===== config.mk =====
export PLATFORM = sky130hd
export DESIGN_NAME = seq_mult_ctrl
export DESIGN_NICKNAME = d
export VERILOG_FILES = /design/src/rtl/seq_mult_pkg.sv /design/src/rtl/seq_mult_ctrl_adder.sv /design/src/rtl/seq_mult_ctrl.sv
export SDC_FILE = /design/constraint.sdc
export NUM_CORES = 1
export LEC_CHECK = 0
export CAP_MARGIN = 40
export CORE_UTILIZATION = 45
export DETAILED_ROUTE_END_ITERATION = 16
export PLACE_DENSITY = 0.65
export SLEW_MARGIN = 25
export SYNTH_ARGS = -nofsm -noshare
export SYNTH_HDL_FRONTEND = slang
export SYNTH_HIERARCHICAL = 1
export SYNTH_SLANG_ARGS = --single-unit

===== constraint.sdc =====
create_clock -name clk -period 3.8 [get_ports clk]
set_input_delay 0.38 -clock clk [delete_from_list [all_inputs] [get_ports clk]]
set_output_delay 0.38 -clock clk [all_outputs]
set_load 0.01 [all_outputs]

===== src/rtl/seq_mult_pkg.sv =====
// Shared types and constants for the sequential 32x32 multiplier controller.
// Latency: n/a (definitions only).
// Backpressure: n/a (definitions only).
package seq_mult_pkg;

  // Operand and product widths are fixed for the MULT-class datapath.
  localparam int MULT_W    = 32;
  localparam int PROD_W    = 64;

  // Iteration counter runs 0..ITER_LAST, one add/shift step per cycle.
  localparam int ITER_LAST = 31;
  localparam int CNT_W     = 5;

  // Add/sub unit operation select.
  localparam logic ALU_ADD = 1'b0;
  localparam logic ALU_SUB = 1'b1;

  // Controller states.
  typedef enum logic [1:0] {
    IDLE = 2'd0,
    CALC = 2'd1,
    DONE = 2'd2
  } state_e;

  // Radix-2 Booth step: whether to touch the accumulator, and in which direction.
  typedef struct packed {
    logic en;
    logic sel;
  } booth_op_t;

  // Decode the Booth pair {lo[0], q}: 01 adds the multiplicand, 10 subtracts it,
  // 00 and 11 are pure shifts.
  function automatic booth_op_t booth_decode(input logic lo0, input logic q);
    booth_op_t op;
    op.en  = 1'b0;
    op.sel = ALU_ADD;
    case ({lo0, q})
      2'b01: begin
        op.en  = 1'b1;
        op.sel = ALU_ADD;
      end
      2'b10: begin
        op.en  = 1'b1;
        op.sel = ALU_SUB;
      end
      default: begin
        op.en  = 1'b0;
        op.sel = ALU_ADD;
      end
    endcase
    return op;
  endfunction

endpackage


===== src/rtl/seq_mult_ctrl_adder.sv =====
// 32-bit combinational add/sub unit: sum = a + (sel ? ~b : b) + c_in.
// Latency: combinational, settles within one cycle.
// Backpressure: none, pure function of its inputs.
module adder
  import seq_mult_pkg::*;
(
  input  logic [MULT_W-1:0] a,
  input  logic [MULT_W-1:0] b,
  input  logic              c_in,
  input  logic              sel,
  output logic [MULT_W-1:0] sum,
  output logic              c_out,
  output logic              ovf
);

  logic [MULT_W-1:0] b_eff;
  logic [MULT_W:0]   full;

  // Subtraction inverts b; the caller supplies the +1 through c_in.
  // ovf compares the sign of the result against the operand signs actually added.
  always_comb begin
    b_eff = b ^ {MULT_W{sel}};
    full  = {1'b0, a} + {1'b0, b_eff} + {{MULT_W{1'b0}}, c_in};
    sum   = full[MULT_W-1:0];
    c_out = full[MULT_W];
    ovf   = (a[MULT_W-1] == b_eff[MULT_W-1]) && (full[MULT_W-1] != a[MULT_W-1]);
  end

endmodule


===== src/rtl/seq_mult_ctrl.sv =====
// Sequential 32x32 -> 64 multiplier: one add/sub step per cycle over 32 iterations.
// Latency: done pulses 32 edges after the edge that accepts start; one result per 33 cycles.
// Backpressure: none; start is only looked at in IDLE/DONE, ignored (not queued) while busy.
// Build macro SEQ_MULT_SIGNED_EN selects signed radix-2 Booth; default is unsigned shift-add.
module seq_mult_ctrl
  import seq_mult_pkg::*;
(
  input  logic              clk,
  input  logic              rst_n,
  input  logic              start,
  input  logic [MULT_W-1:0] multiplicand,
  input  logic [MULT_W-1:0] multiplier,
  output logic              busy,
  output logic              done,
  output logic [PROD_W-1:0] product
);

  localparam logic [CNT_W-1:0] CNT_LAST = CNT_W'(ITER_LAST);

  // Architectural state.
  state_e            state_q;
  logic [CNT_W-1:0]  count_q;
  logic [MULT_W-1:0] mcand_q;
  logic [MULT_W-1:0] hi_q;
  logic [MULT_W-1:0] lo_q;
  logic              q_q;
  logic [PROD_W-1:0] product_q;
  logic              done_q;

  // Result of the current iteration (add/sub then right shift).
  logic [MULT_W-1:0] hi_d;
  logic [MULT_W-1:0] lo_d;
  logic              q_d;

  // Add/sub unit hookup.
  logic [MULT_W-1:0] add_sum;
  logic              add_cout;
  logic              add_ovf;
  logic              add_sel;
  logic              add_cin;

  // Accumulator after the optional add, and the bit shifted into hi[31].
  logic [MULT_W-1:0] acc;
  logic              shift_in;

`ifdef SEQ_MULT_SIGNED_EN
  booth_op_t         booth_op;
`endif

  adder u_adder (
    .a     (hi_q),
    .b     (mcand_q),
    .c_in  (add_cin),
    .sel   (add_sel),
    .sum   (add_sum),
    .c_out (add_cout),
    .ovf   (add_ovf)
  );

  // Only one of carry/overflow matters per build, and q is only read by Booth.
  logic unused_flags;
  assign unused_flags = add_cout ^ add_ovf ^ q_q;

`ifdef SEQ_MULT_SIGNED_EN
  // Booth step: optional +/- mcand, then arithmetic shift of {s,hi,lo,q}.
  // s is the true sign of the 33-bit sum so mcand = -2^31 does not wrap.
  always_comb begin
    booth_op = booth_decode(lo_q[0], q_q);
    add_sel  = booth_op.sel;
    add_cin  = booth_op.sel;
    if (booth_op.en) begin
      acc      = add_sum;
      shift_in = add_sum[MULT_W-1] ^ add_ovf;
    end else begin
      acc      = hi_q;
      shift_in = hi_q[MULT_W-1];
    end
    hi_d = {shift_in, acc[MULT_W-1:1]};
    lo_d = {acc[0], lo_q[MULT_W-1:1]};
    q_d  = lo_q[0];
  end
`else
  // Shift-add step: add mcand when lo[0] is set, then logical shift of {c,hi,lo}
  // so the adder carry lands in hi[31].
  always_comb begin
    add_sel = ALU_ADD;
    add_cin = 1'b0;
    if (lo_q[0]) begin
      acc      = add_sum;
      shift_in = add_cout;
    end else begin
      acc      = hi_q;
      shift_in = 1'b0;
    end
    hi_d = {shift_in, acc[MULT_W-1:1]};
    lo_d = {acc[0], lo_q[MULT_W-1:1]};
    q_d  = 1'b0;
  end
`endif

  // Controller FSM: accept start in IDLE/DONE, iterate in CALC, register result and done pulse.
  always_ff @(posedge clk or negedge rst_n) begin
    if (!rst_n) begin
      state_q   <= IDLE;
      count_q   <= '0;
      mcand_q   <= '0;
      hi_q      <= '0;
      lo_q      <= '0;
      q_q       <= 1'b0;
      product_q <= '0;
      done_q    <= 1'b0;
    end else begin
      done_q <= 1'b0;
      case (state_q)
        IDLE, DONE: begin
          if (start) begin
            mcand_q <= multiplicand;
            lo_q    <= multiplier;
            hi_q    <= '0;
            q_q     <= 1'b0;
            count_q <= '0;
            state_q <= CALC;
          end else begin
            state_q <= IDLE;
          end
        end
        CALC: begin
          hi_q    <= hi_d;
          lo_q    <= lo_d;
          q_q     <= q_d;
          count_q <= count_q + 1'b1;
          if (count_q == CNT_LAST) begin
            product_q <= {hi_d, lo_d};
            done_q    <= 1'b1;
            state_q   <= DONE;
          end
        end
        default: begin
          state_q <= IDLE;
        end
      endcase
    end
  end

  assign busy    = (state_q == CALC);
  assign done    = done_q;
  assign product = product_q;

endmodule

# Yosys cells after proc, flatten, opt, wreduce, memory -nomap -nowiden
# Cells that the tools add are included.
totals:
  latchBits: 0
  out_inout_bits: 66
  wordCells: 33
  ramBits: 0
  romBits: 0
  regBits: 168
  n_memories: 0
  input_bits: 67
op_classes:
  n_shift: 0
  n_addsub: 2
  n_eq_ne: 5
  magnitude_cmp: 0
  mul: 0
  n_bitwise: 0
  muxes: 13
  n_div: 0
  n_reduce_logical: 6
op_table:
  columns: ["cell", "count"]
  rows:
  - ["one-hot mux 32 bit (2 select lines)", 2]
  - ["2-to-1 mux 32 bit", 3]
  - ["adder 32 x 32 -> 33 bit", 1]
  - ["one-hot mux 5 bit (2 select lines)", 1]
  - ["AND reduction 2 bit", 3]
  - ["adder 5 x 1 -> 5 bit (second input constant)", 1]
  - ["equality test 5 bit (second input constant)", 1]
  - ["2-to-1 mux 5 bit", 1]
  - ["2-to-1 mux 1 bit", 4]
  - ["one-hot mux 2 bit (2 select lines)", 1]
  - ["equality test 2 x 1 -> 1 bit (second input constant)", 1]
  - ["equality test 2 bit (second input constant)", 1]
  - ["logical NOT 2 bit", 1]
  - ["2-to-1 mux 2 bit", 1]
  - ["!= test 2 x 1 -> 1 bit (second input constant)", 1]
  - ["!= test 2 bit (second input constant)", 1]
  - ["nonzero test 2 bit", 1]
  - ["OR reduction 2 bit", 1]

# Depth between registers and ports, before layout
depth:
  word_depth: 4
  mapped_depth: 14
  ltp_nobuf: 12

# By module
# The synthesis kept the hierarchy.
modules_own_cells:
  columns: ["module", "n_inst", "area_each_um2", "seq_area_each_um2", "cells_each"]
  rows:
  - ["seq_mult_ctrl", 1, 6730.2, 4204.0, 587]
  - ["adder", 1, 2073.2, 0.0, 289]

# Worst setup path before layout
# Ideal clock, no wire load.
synth_timing:
  path_kind: "register to register"
  from: "register hi_q[0]"
  to: "register hi_q[29]"
  n_path_buf: 0
  path_slack_ns: 0.952
  t_required_ns: 3.675
  synth_period_minus_slack_ns: 2.848
  path_stages_with_launch: 13
  arrival_ns: 2.723
  setup_ns: 0.125
  path_cell_list: "dfrtp_1 > inv_1 > fa_1 > fa_1 > nor2b_1 > o2111ai_1 > nand2_1 > a41oi_4 > o21ai_0 > a31oi_1 > xnor2_1 > mux2i_1 > o2bb2ai_1"
synth_between:
  elab_chain_len: 3
synth_lines:
  columns: ["element", "line", "source"]
  rows:
  - ["start: declaration", "seq_mult_ctrl.sv:24", "logic [MULT_W-1:0] hi_q;"]
  - ["start signal: assignment", "seq_mult_ctrl.sv:128", "hi_q <= hi_d;"]
  - ["adder 32 x 32 -> 33 bit", "seq_mult_ctrl_adder.sv:23", "full = {1'b0, a} + {1'b0, b_eff} + {{MULT_W{1'b0}}, c_in};"]
  - ["named net add_sum[30]", "seq_mult_ctrl.sv:36", "logic [MULT_W-1:0] add_sum;"]
  - ["2-to-1 mux 32 bit", "seq_mult_ctrl.sv:88", "if (lo_q[0]) begin"]
  - ["one-hot mux 32 bit (2 select lines)", "seq_mult_ctrl.sv:114", "case (state_q)"]
# The timed path passes the listed nets, and every way through them passes these cells.
# A chain may end at the register's enable or synchronous reset.

# Worst setup path after layout
# Ends and elaborated chain as after synthesis.

==> impl_metrics.env <==
export IMPL_synth_area_per_cell_um2=10.06
export IMPL_final_hold_violating_endpoints=0
export IMPL_netlist_area_um2=8782
export IMPL_grt_use_total_pct=21.70
export IMPL_antennaDiodeCount=0
export IMPL_period_share_pct=80.90
export IMPL_fin_total_pwr_mw=11.16
export IMPL_drtPass1Iterations=5
export IMPL_peakVddDrop_v=0.0004189
export IMPL_seqCellArea_um2=4205
export IMPL_globalRouteOverflowTotal=0
export IMPL_master_cell_of_the_clock_root_buffer="sky130_fd_sc_hd__clkbuf_16"
export IMPL_post_route_min_period_ps=3074
export IMPL_first_global_vias=6671
export IMPL_die_height_um=141.7
export IMPL_min_from="count_q[3]$_DFFE_PN0P_"
export IMPL_reg2regPathDepth=13
export IMPL_clock_fmax_mhz=325.3
export IMPL_ratio_of_cells_with_drive_above_1_in_the_final_layout_pct=5.622
export IMPL_drt_wirelength_per_cell_um=16.12
export IMPL_boundaryPins=133
export IMPL_crit_path_start_kind="register"
export IMPL_fp_dieW_um=141.7
export IMPL_clock_skew_final_ps=12.73
export IMPL_dr_first_iter_drc_count=437
export IMPL_cts_buffers_inserted=17
export IMPL_floorplan_die_area_um2=20080
export IMPL_placementRows=50
export IMPL_regToRegSetupSlack_ps=730
export IMPL_worstHoldPathType="reg -> reg"
export IMPL_antenna_found_initial=0
export IMPL_first_pass_grt_wire_length_um=34250
export IMPL_detail_route_antenna_nets=0
export IMPL_worst_slew_pin_transition_ps=809.6
export IMPL_mostFrequentLayoutCell="sky130_fd_sc_hd__nand2_1"
export IMPL_routed_via_count=6690
export IMPL_cts_buffer_depth=2
export IMPL_cap_viol_max_count=0
export IMPL_routabilityCongestion=0.8510
export IMPL_min_delay_worst_endpoint="count_q[3]$_DFFE_PN0P_"
export IMPL_finalNetCount=1085
export IMPL_critical_path_reg2reg_startpoint="hi_q[0]$_DFFE_PN0P_"
export IMPL_detail_route_wirelength_um=20250
export IMPL_total_leakage_power_nw=4.988
export IMPL_timing_hold_worst_path_depth=1
export IMPL_port_buffers=132
export IMPL_postSynthCellCount=873
export IMPL_cellPowerDensity_nw_per_um2=1023
export IMPL_drc_errors=0
export IMPL_finish_cell_count_without_fillers=1256
export IMPL_tritoncts_num_sinks=168
export IMPL_kind_of_critical_path="reg -> reg"
export IMPL_endpoint_kind="register"
export IMPL_r2r_end="hi_q[29]$_DFFE_PN0P_"
export IMPL_placedCellCount=1223
export IMPL_placed_cell_area_um2=10320
export IMPL_critPathRequiredTime_ps=4080
export IMPL_slew_viols_final=0
export IMPL_htree_num_levels=4
export IMPL_clkSlewWorstSetupHoldPaths_ps=70
export IMPL_flow_area_growth_from_synthesis_pct=24.15
export IMPL_pin_count_of_the_biggest_net_entering_global_routing=70
export IMPL_run_status="finished clean"
export IMPL_avgViaCountPerCell=5.326
export IMPL_setup_violations_final=0
export IMPL_rsz0062_at_grt="false"
export IMPL_worstPathArrival_ps=3350
export IMPL_floorplan_core_area_um2=18890
export IMPL_dp_hpwl_um=14050
export IMPL_cts_tree="done"
export IMPL_fillerInstances=1687
export IMPL_worstSkewPairLatency_ps=430
export IMPL_slew_headroom_pct=46.03
export IMPL_cts_repair_resize_count=0
export IMPL_stdcell_area_um2=10900
export IMPL_mostFrequentLayoutCells="sky130_fd_sc_hd__nand2_1 (186), sky130_fd_sc_hd__dfrtp_1 (167), sky130_fd_sc_hd__clkdlybuf4s50_1 (131), sky130_fd_sc_hd__o21ai_0 (49), sky130_fd_sc_hd__xor2_1 (39)"
export IMPL_totalNegativeSetupSlack_ps=0
export IMPL_synthesis_yosys_warnings=6
export IMPL_multiInputGateArea_um2=4249
export IMPL_initial_utilization_pct=46.48
export IMPL_crit_fanout=5
## sequential cells by signal, indices dropped and copies added (netlist names)
signal and count:
done 1, mcand_q 32, lo_q 32, state_q 2, count_q 5, product 64
hi_q 32
## layer usage
layer  GRT usage (%)  vias up  routed length, µm
met5               0        -                  0
met3           6.210       12                981
met2           33.50      138               9157
met1           30.22     3252               9923
met4           4.867        0                190
li1                -     3288                  -
## worst max-delay path: stages (launching register included)
cell	delay, ps
sky130_fd_sc_hd__dfrtp_1	360
sky130_fd_sc_hd__inv_1	60
sky130_fd_sc_hd__fa_1	450
sky130_fd_sc_hd__fa_1	420
sky130_fd_sc_hd__nor2b_1	170
sky130_fd_sc_hd__o2111ai_1	110
sky130_fd_sc_hd__nand2_1	200
sky130_fd_sc_hd__a41oi_4	210
sky130_fd_sc_hd__o21ai_0	200
sky130_fd_sc_hd__buf_4	170
sky130_fd_sc_hd__a31oi_1	130
sky130_fd_sc_hd__xnor2_1	150
sky130_fd_sc_hd__mux2i_1	180
sky130_fd_sc_hd__o2bb2ai_1	100
## what timing repair did
item,CTS,global route
hold endpoints to repair,51,0
setup buffers,0,0
setup endpoints to repair,0,0
hold buffers,1,0
## per-stage QoR
step	hold slack [ps]	worst slack, ps	utilization (%)
global placement	455.7	810.3	54.21
CTS	465.7	731.1	57.71
floorplan	84.41	951.7	-
global route	469.3	498.0	57.71
detailed placement	379.4	766.3	54.64
finish	465.2	725.7	57.71
## cell type report
| class | count | area share, % |
|---|---|---|
| Timing Repair Buffer | 146 | 13.78 |
| Sequential cell | 168 | 38.57 |
| Inverter | 13 | 0.4705 |
| Tap cell | 260 | 2.984 |
| Clock inverter | 13 | 1.251 |
| Multi-Input combinational cell | 637 | 38.97 |
| Clock buffer | 19 | 3.971 |
## how the worst max path moves through the flow
| stage | from | endpoint | slack (ps) | cells past startpoint |
|---|---|---|---|---|
| 6_report | hi_q[0]$_DFFE_PN0P_ | hi_q[29]$_DFFE_PN0P_ | 730 | 13 |
| 4_1_cts | hi_q[0]$_DFFE_PN0P_ | hi_q[29]$_DFFE_PN0P_ | 730 | 13 |
| 2_1_floorplan | hi_q[0]$_DFFE_PN0P_ | hi_q[29]$_DFFE_PN0P_ | 950 | 12 |
| 3_5_place_dp | hi_q[0]$_DFFE_PN0P_ | hi_q[29]$_DFFE_PN0P_ | 770 | 13 |
| 5_1_grt | hi_q[0]$_DFFE_PN0P_ | hi_q[29]$_DFFE_PN0P_ | 500 | 13 |
| 3_3_place_gp | hi_q[0]$_DFFE_PN0P_ | hi_q[29]$_DFFE_PN0P_ | 810 | 13 |
## power breakdown
part | leakage, nW | internal, mW | switching [mW]
clock | 0.274 | 0.924 | 0.770
combinational | 2.66 | 2.87 | 3.25
sequential | 2.05 | 2.69 | 0.659
total | 4.99 | 6.48 | 4.68
Power figures use the tool's default switching activity.
